### src/rtl/uart_pkg.sv
`default_nettype none
// ============================================================================
// Module      : uart_pkg
// Description : Shared UART definitions (FSM state encoding, frame geometry)
//               used by both the receiver and the transmitter.
// Revision    : 1.0 - initial release
// ============================================================================
package uart_pkg;

   localparam int unsigned UART_DATA_BITS = 8;

   typedef enum logic [2:0] {
      IDLE    = 3'd0,
      START   = 3'd1,
      DATA    = 3'd2,
      STOP    = 3'd3,
      CLEANUP = 3'd4
   } uart_state_e;

endpackage : uart_pkg
`default_nettype wire

### src/rtl/sync_2ff.sv
`default_nettype none
// ============================================================================
// Module      : sync_2ff
// Description : Two-flop synchronizer for a single asynchronous input bit.
// Revision    : 1.0 - initial release
// ============================================================================
module sync_2ff #(
   parameter logic RESET_VAL = 1'b1
) (
   input  logic i_Clock,
   input  logic i_Reset,
   input  logic i_D,
   output logic o_Q
);

   logic r_meta;
   logic r_sync;

   always_ff @(posedge i_Clock) begin
      if (i_Reset) begin
         r_meta <= RESET_VAL;
         r_sync <= RESET_VAL;
      end else begin
         r_meta <= i_D;
         r_sync <= r_meta;
      end
   end

   assign o_Q = r_sync;

endmodule : sync_2ff
`default_nettype wire

### src/rtl/uart_rx.sv
`default_nettype none
// ============================================================================
// Module      : uart_rx
// Description : 8N1 UART receiver, mid-bit sampling, frame-error detection.
// Revision    : 1.0 - initial release
// ============================================================================
module uart_rx
   import uart_pkg::*;
#(
   parameter int CLKS_PER_BIT = 87
) (
   input  logic       i_Clock,
   input  logic       i_Reset,
   input  logic       i_Rx_Serial,
   output logic       o_Rx_DV,
   output logic [7:0] o_Rx_Byte,
   output logic       o_Rx_Frame_Err,
   output logic       o_Rx_Active
);

   localparam int CNT_W = $clog2(CLKS_PER_BIT);
   localparam logic [CNT_W-1:0] c_MID_CNT  = CNT_W'((CLKS_PER_BIT - 1) / 2);
   localparam logic [CNT_W-1:0] c_LAST_CNT = CNT_W'(CLKS_PER_BIT - 1);

   logic             w_rx_sync;
   uart_state_e      r_state;
   logic [CNT_W-1:0] r_clk_cnt;
   logic [2:0]       r_bit_idx;
   logic [7:0]       r_shift;
   logic [7:0]       r_rx_byte;
   logic             r_rx_dv;
   logic             r_frame_err;
   logic             r_active;

   sync_2ff #(.RESET_VAL(1'b1)) u_sync (
      .i_Clock (i_Clock),
      .i_Reset (i_Reset),
      .i_D     (i_Rx_Serial),
      .o_Q     (w_rx_sync)
   );

   always_ff @(posedge i_Clock) begin
      if (i_Reset) begin
         r_state     <= IDLE;
         r_clk_cnt   <= '0;
         r_bit_idx   <= '0;
         r_shift     <= '0;
         r_rx_byte   <= '0;
         r_rx_dv     <= 1'b0;
         r_frame_err <= 1'b0;
         r_active    <= 1'b0;
      end else begin
         // Status outputs are single-cycle strobes unless re-armed below.
         r_rx_dv     <= 1'b0;
         r_frame_err <= 1'b0;
         case (r_state)
            IDLE: begin
               r_clk_cnt <= '0;
               r_bit_idx <= '0;
               if (!w_rx_sync) begin
                  r_state  <= START;
                  r_active <= 1'b1;
               end
            end
            START: begin
               if (r_clk_cnt == c_MID_CNT) begin
                  r_clk_cnt <= '0;
                  if (!w_rx_sync) begin
                     r_state <= DATA;
                  end else begin
                     r_state  <= IDLE;
                     r_active <= 1'b0;
                  end
               end else begin
                  r_clk_cnt <= r_clk_cnt + CNT_W'(1);
               end
            end
            DATA: begin
               if (r_clk_cnt == c_LAST_CNT) begin
                  r_clk_cnt          <= '0;
                  r_shift[r_bit_idx] <= w_rx_sync;
                  if (r_bit_idx == 3'd7) begin
                     r_bit_idx <= '0;
                     r_state   <= STOP;
                  end else begin
                     r_bit_idx <= r_bit_idx + 3'd1;
                  end
               end else begin
                  r_clk_cnt <= r_clk_cnt + CNT_W'(1);
               end
            end
            STOP: begin
               if (r_clk_cnt == c_LAST_CNT) begin
                  r_clk_cnt <= '0;
                  r_state   <= CLEANUP;
                  if (w_rx_sync) begin
                     r_rx_byte <= r_shift;
                     r_rx_dv   <= 1'b1;
                  end else begin
                     r_frame_err <= 1'b1;
                  end
               end else begin
                  r_clk_cnt <= r_clk_cnt + CNT_W'(1);
               end
            end
            CLEANUP: begin
               r_state  <= IDLE;
               r_active <= 1'b0;
            end
            default: begin
               r_state  <= IDLE;
               r_active <= 1'b0;
            end
         endcase
      end
   end

   assign o_Rx_DV        = r_rx_dv;
   assign o_Rx_Byte      = r_rx_byte;
   assign o_Rx_Frame_Err = r_frame_err;
   assign o_Rx_Active    = r_active;

endmodule : uart_rx
`default_nettype wire

### config.mk
export PLATFORM = sky130hd
export DESIGN_NAME = uart_rx
export DESIGN_NICKNAME = d
export VERILOG_FILES = /design/src/rtl/uart_pkg.sv /design/src/rtl/sync_2ff.sv /design/src/rtl/uart_rx.sv
export SDC_FILE = /design/constraint.sdc
export NUM_CORES = 1
export LEC_CHECK = 0
export CORE_AREA = 4 4 59 56
export DETAILED_ROUTE_END_ITERATION = 6
export DIE_AREA = 0 0 63 60
export GPL_ROUTABILITY_DRIVEN = 0
export GPL_TIMING_DRIVEN = 0
export PLACE_DENSITY = 0.87
export REMOVE_ABC_BUFFERS = 1
export SLEW_MARGIN = 30
export SYNTH_ARGS = -nofsm -noshare
export SYNTH_HDL_FRONTEND = slang
export SYNTH_HIERARCHICAL = 1
export SYNTH_SLANG_ARGS = --single-unit
### constraint.sdc
create_clock -name i_Clock -period 4.8 [get_ports i_Clock]
set_input_delay 0.48 -clock i_Clock [delete_from_list [all_inputs] [get_ports i_Clock]]
set_output_delay 0.48 -clock i_Clock [all_outputs]
set_load 0.005 [all_outputs]
==> implementation parameters <==
Parameter                              Value

Outcome
  Run status    completed

Drt
  Total routed wire length on the met1 layer    1360 µm
  Top routing layer in use    met4
  Average wire per cell in the routed design    ~14 µm
  Total routed wirelength    ~3000 µm
  Post-route DRC    0
  Met2 wire length    1450 µm
  Number of routed nets with antenna violations    0
  Vias per Instance    just under 6
  Initial drt markers    80
  Via count    1,252
  Met3 Wirelength    roughly 120 µm
  Number of search-and-repair iterations in the first detailed-routing pass    4

CTS
  Number of clock sinks seen by CTS    34
  Largest buffer count on any clock path    2
  Total clock buffers created by CTS    5
  Clock Root Buffer    clkbuf_4
  Clock transition time at the flip-flop clock pins of the worst setup and hold paths    roughly 0.090 ns
  Hold buffer count at CTS    0
  Number of buffers added for setup after CTS    0
  H-tree levels    2
  Insertion delay of the later-clocked pin in the worst-skew pair    about 0.33 ns
  Number of resized instances in the post-cts repair step    0
  CTS tree    yes

Timing
  Hold Vio Cnt, Final    0
  Final Critical Period    between 2 and 2.5 ns
  Max Clk Rate    0.468 GHz
  Max Clock Skew    around 0.0078 ns
  Final critical-path share of the clock period    44.5%
  Number of slew-limit violations in the final report    0
  Worst hold slack across all endpoints    between 0.4 and 0.5 ns
  Normalized max-slew margin    about 40%
  Count of final setup violators    0
  Worst slew pin tran    between 0.8 and 0.9 ns
  Setup repair after global routing missed its margin    no
  Total Neg Setup Slack    0 ns

Global routing
  Initial antenna violation count    0
  Global-route total usage across every layer    18.3%
  Vias in the first global route    ~1,200
  Wire length of the first global-routing pass    5390 µm
  Maximum number of pins on one net before global-route repair    25
  Final global-route overflow total    0

Worst setup path
  Endpoint of the most critical register-to-register path    r_shift[4]
  Reg2Reg Depth    4
  Worst setup SP type    primary input
  Register-to-register setup slack    roughly 2.7 ns
  Kind of end point of the critical path    register
  Origin of the critical flop-to-flop path    r_state[1]
  Data required time of the critical path    ~5.1 ns
  Critical path class    primary input to register
  Arrival time of data at the critical path endpoint    roughly 2.4 ns
  Timing startpoint of the critical path    i_Reset
  Critical path peak fanout    24

Power and ir drop
  Switching Power    just over 100 µW
  Seq pwr share    61.8%
  Static leakage    0.580 nW
  Internal Power    about 360 µW
  Switching Share    22.2%
  Power density over the cells    between 200 and 300 nW/µm²
  Share of power burned in combinational logic    2.7%
  Maximum resistive drop on vdd    about 0.23 mV
  Part of the total power dissipated in the clock network    ~36%

Finish
  Utilization of the core after routing    64.6%
  Share of final-layout standard cells stronger than drive strength 1    7.18%
  Finished Cell Area    1730 µm²
  Total Nets Final    approximately 190
  Area added between synthesis and finish    12.2%
  Number of antenna cells inserted    0
  Number of standard cells in the layout, taps in and fillers out    approximately 210

Synth
  List of most frequent post-synthesis cells    dfxtp_1 (34), nor2_1 (18), nand2_1 (14), mux2i_1 (11), a21oi_1 (8)
  Cell with the most instances after synthesis    dfxtp_1
  Yosys synthesis warning count    6
  Portion of the post-synthesis area used by sequential elements    between 40% and 50%
  Main synth FF type    dfxtp_1
  Cell type with the largest total area after synthesis    dfxtp_1
  Flops & latches, synth    34
  Synthesized area per cell    around 9.2 µm²
  Number of synthesized flops with an enable pin    0
  Fraction of synthesis flops using an asynchronous set or reset pin    0%
  Post-Synthesis Cell Area    1540 µm²
  Number of cells produced by synthesis    approximately 170
  Cell variety after synth    37
  Largest cells by area after synthesis    dfxtp_1 (44%), mux2i_1 (7.1%), nor2_1 (4.4%)
  Top cell type's share of synthesized area    between 40 and 50%

Floorplanning
  Die footprint    around 3800 µm²
  Placement row count    18
  Effective utilization at floorplan    between 50% and 60%
  Standard cell core area    2680 µm²
  Ports    14
  Die Y-Extent    ~60 µm
  Width of the die    63 µm

Min path
  Hold Crit Class    register to register
  Terminating pin of the worst hold path    u_sync/o_Q
  Worst hold path cell count    1
  Startpoint of the lowest-slack hold path    u_sync/r_meta

Placed design
  HPWL after detailed placement    2180 µm
  Placed standard-cell area    1670 µm²
  Number of port buffers    13
  Placed Instances    approximately 200

Flow run
  Count of maximum capacitance violations    0
-- cell usage in the layout (no fill, tap or decap), types with 5 or more instances in the layout --
cell type	synthesis	final
dfxtp_1	34	34
nor2_1	18	18
nand2_1	14	14
clkdlybuf4s50_1	0	13
mux2i_1	11	11
a21oi_1	8	8
or3_1	7	7
nand3_1	7	7
o21ai_0	6	6
inv_1	5	5
clkbuf_4	0	5
-- state kept, by name (all words and copies together) (netlist names) --
name	cells
o_Rx_Byte	8
r_shift	8
r_clk_cnt	7
r_bit_idx	3
r_state	3
o_Rx_Active	1
o_Rx_DV	1
o_Rx_Frame_Err	1
u_sync/o_Q	1
u_sync/r_meta	1
-- power groups by stage --
stage	Combinational (mW)	Clock [mW]	Sequential [mW]
global route	0.0141	0.182	0.286
CTS	0.0127	0.166	0.285
finish	0.0126	0.164	0.285
floorplan	0.00585	0	0.291
detailed placement	0.0126	0	0.292
global placement	0.0122	0	0.291
-- final cells by class --
| type | count | area [µm²] |
|---|---|---|
| Fill cell | 210 | 948 |
| Multi-Input combinational cell | 121 | 805 |
| Sequential cell | 34 | 681 |
| Timing Repair Buffer | 13 | 130 |
| Clock buffer | 7 | 55.1 |
| Tap cell | 30 | 37.5 |
| Inverter | 5 | 18.8 |
| Clock inverter | 1 | 5.00 |
-- cells by family (layout without fill, tap and decap cells) --
| logic type | Yosys count | after routing | share of synthesized area, % |
|---|---|---|---|
| and+or+nand+nor | 73 | 73 | 26.3 |
| muxes | 11 | 11 | 7.14 |
| xor gates and xnor gates | 5 | 5 | 2.84 |
| buffers and inverters | 13 | 26 | 3.73 |
| DFF | 34 | 34 | 44.1 |
| adders and majority gates | 4 | 4 | 3.24 |
| AOI/OAI and AO/OA | 28 | 28 | 12.7 |
-- stage by stage --
step	total power, mW	setup WS (ns)
after floorplan	0.297	3.02
after global placement	0.304	2.36
after detailed placement	0.304	2.31
after CTS	0.464	2.66
after global routing	0.482	2.49
final	0.462	2.66
-- how the worst max path moves through the flow --
| stage | slack [ns] | end | cells after the start |
|---|---|---|---|
| floorplan | 3.02 | r_shift[4] | 4 |
| global placement | 2.36 | r_state[0] | 4 |
| detailed placement | 2.31 | r_state[0] | 4 |
| CTS | 2.66 | r_state[0] | 4 |
| global route | 2.49 | r_state[0] | 4 |
| finish | 2.66 | r_state[0] | 4 |
-- critical path, stage by stage --
cell,delay [ns]
clkdlybuf4s50_1,0.82
nor2_1,0.38
or4b_2,0.61
o21ai_0,0.09
-- layer usage --
layer | track usage (%) | vias to the layer above
li1 | - | 629
met1 | 21.2 | 585
met2 | 31.4 | 32
met3 | 6.20 | 6
met4 | 7.23 | 0
met5 | 0 | -
Power figures use the tool's default switching activity.
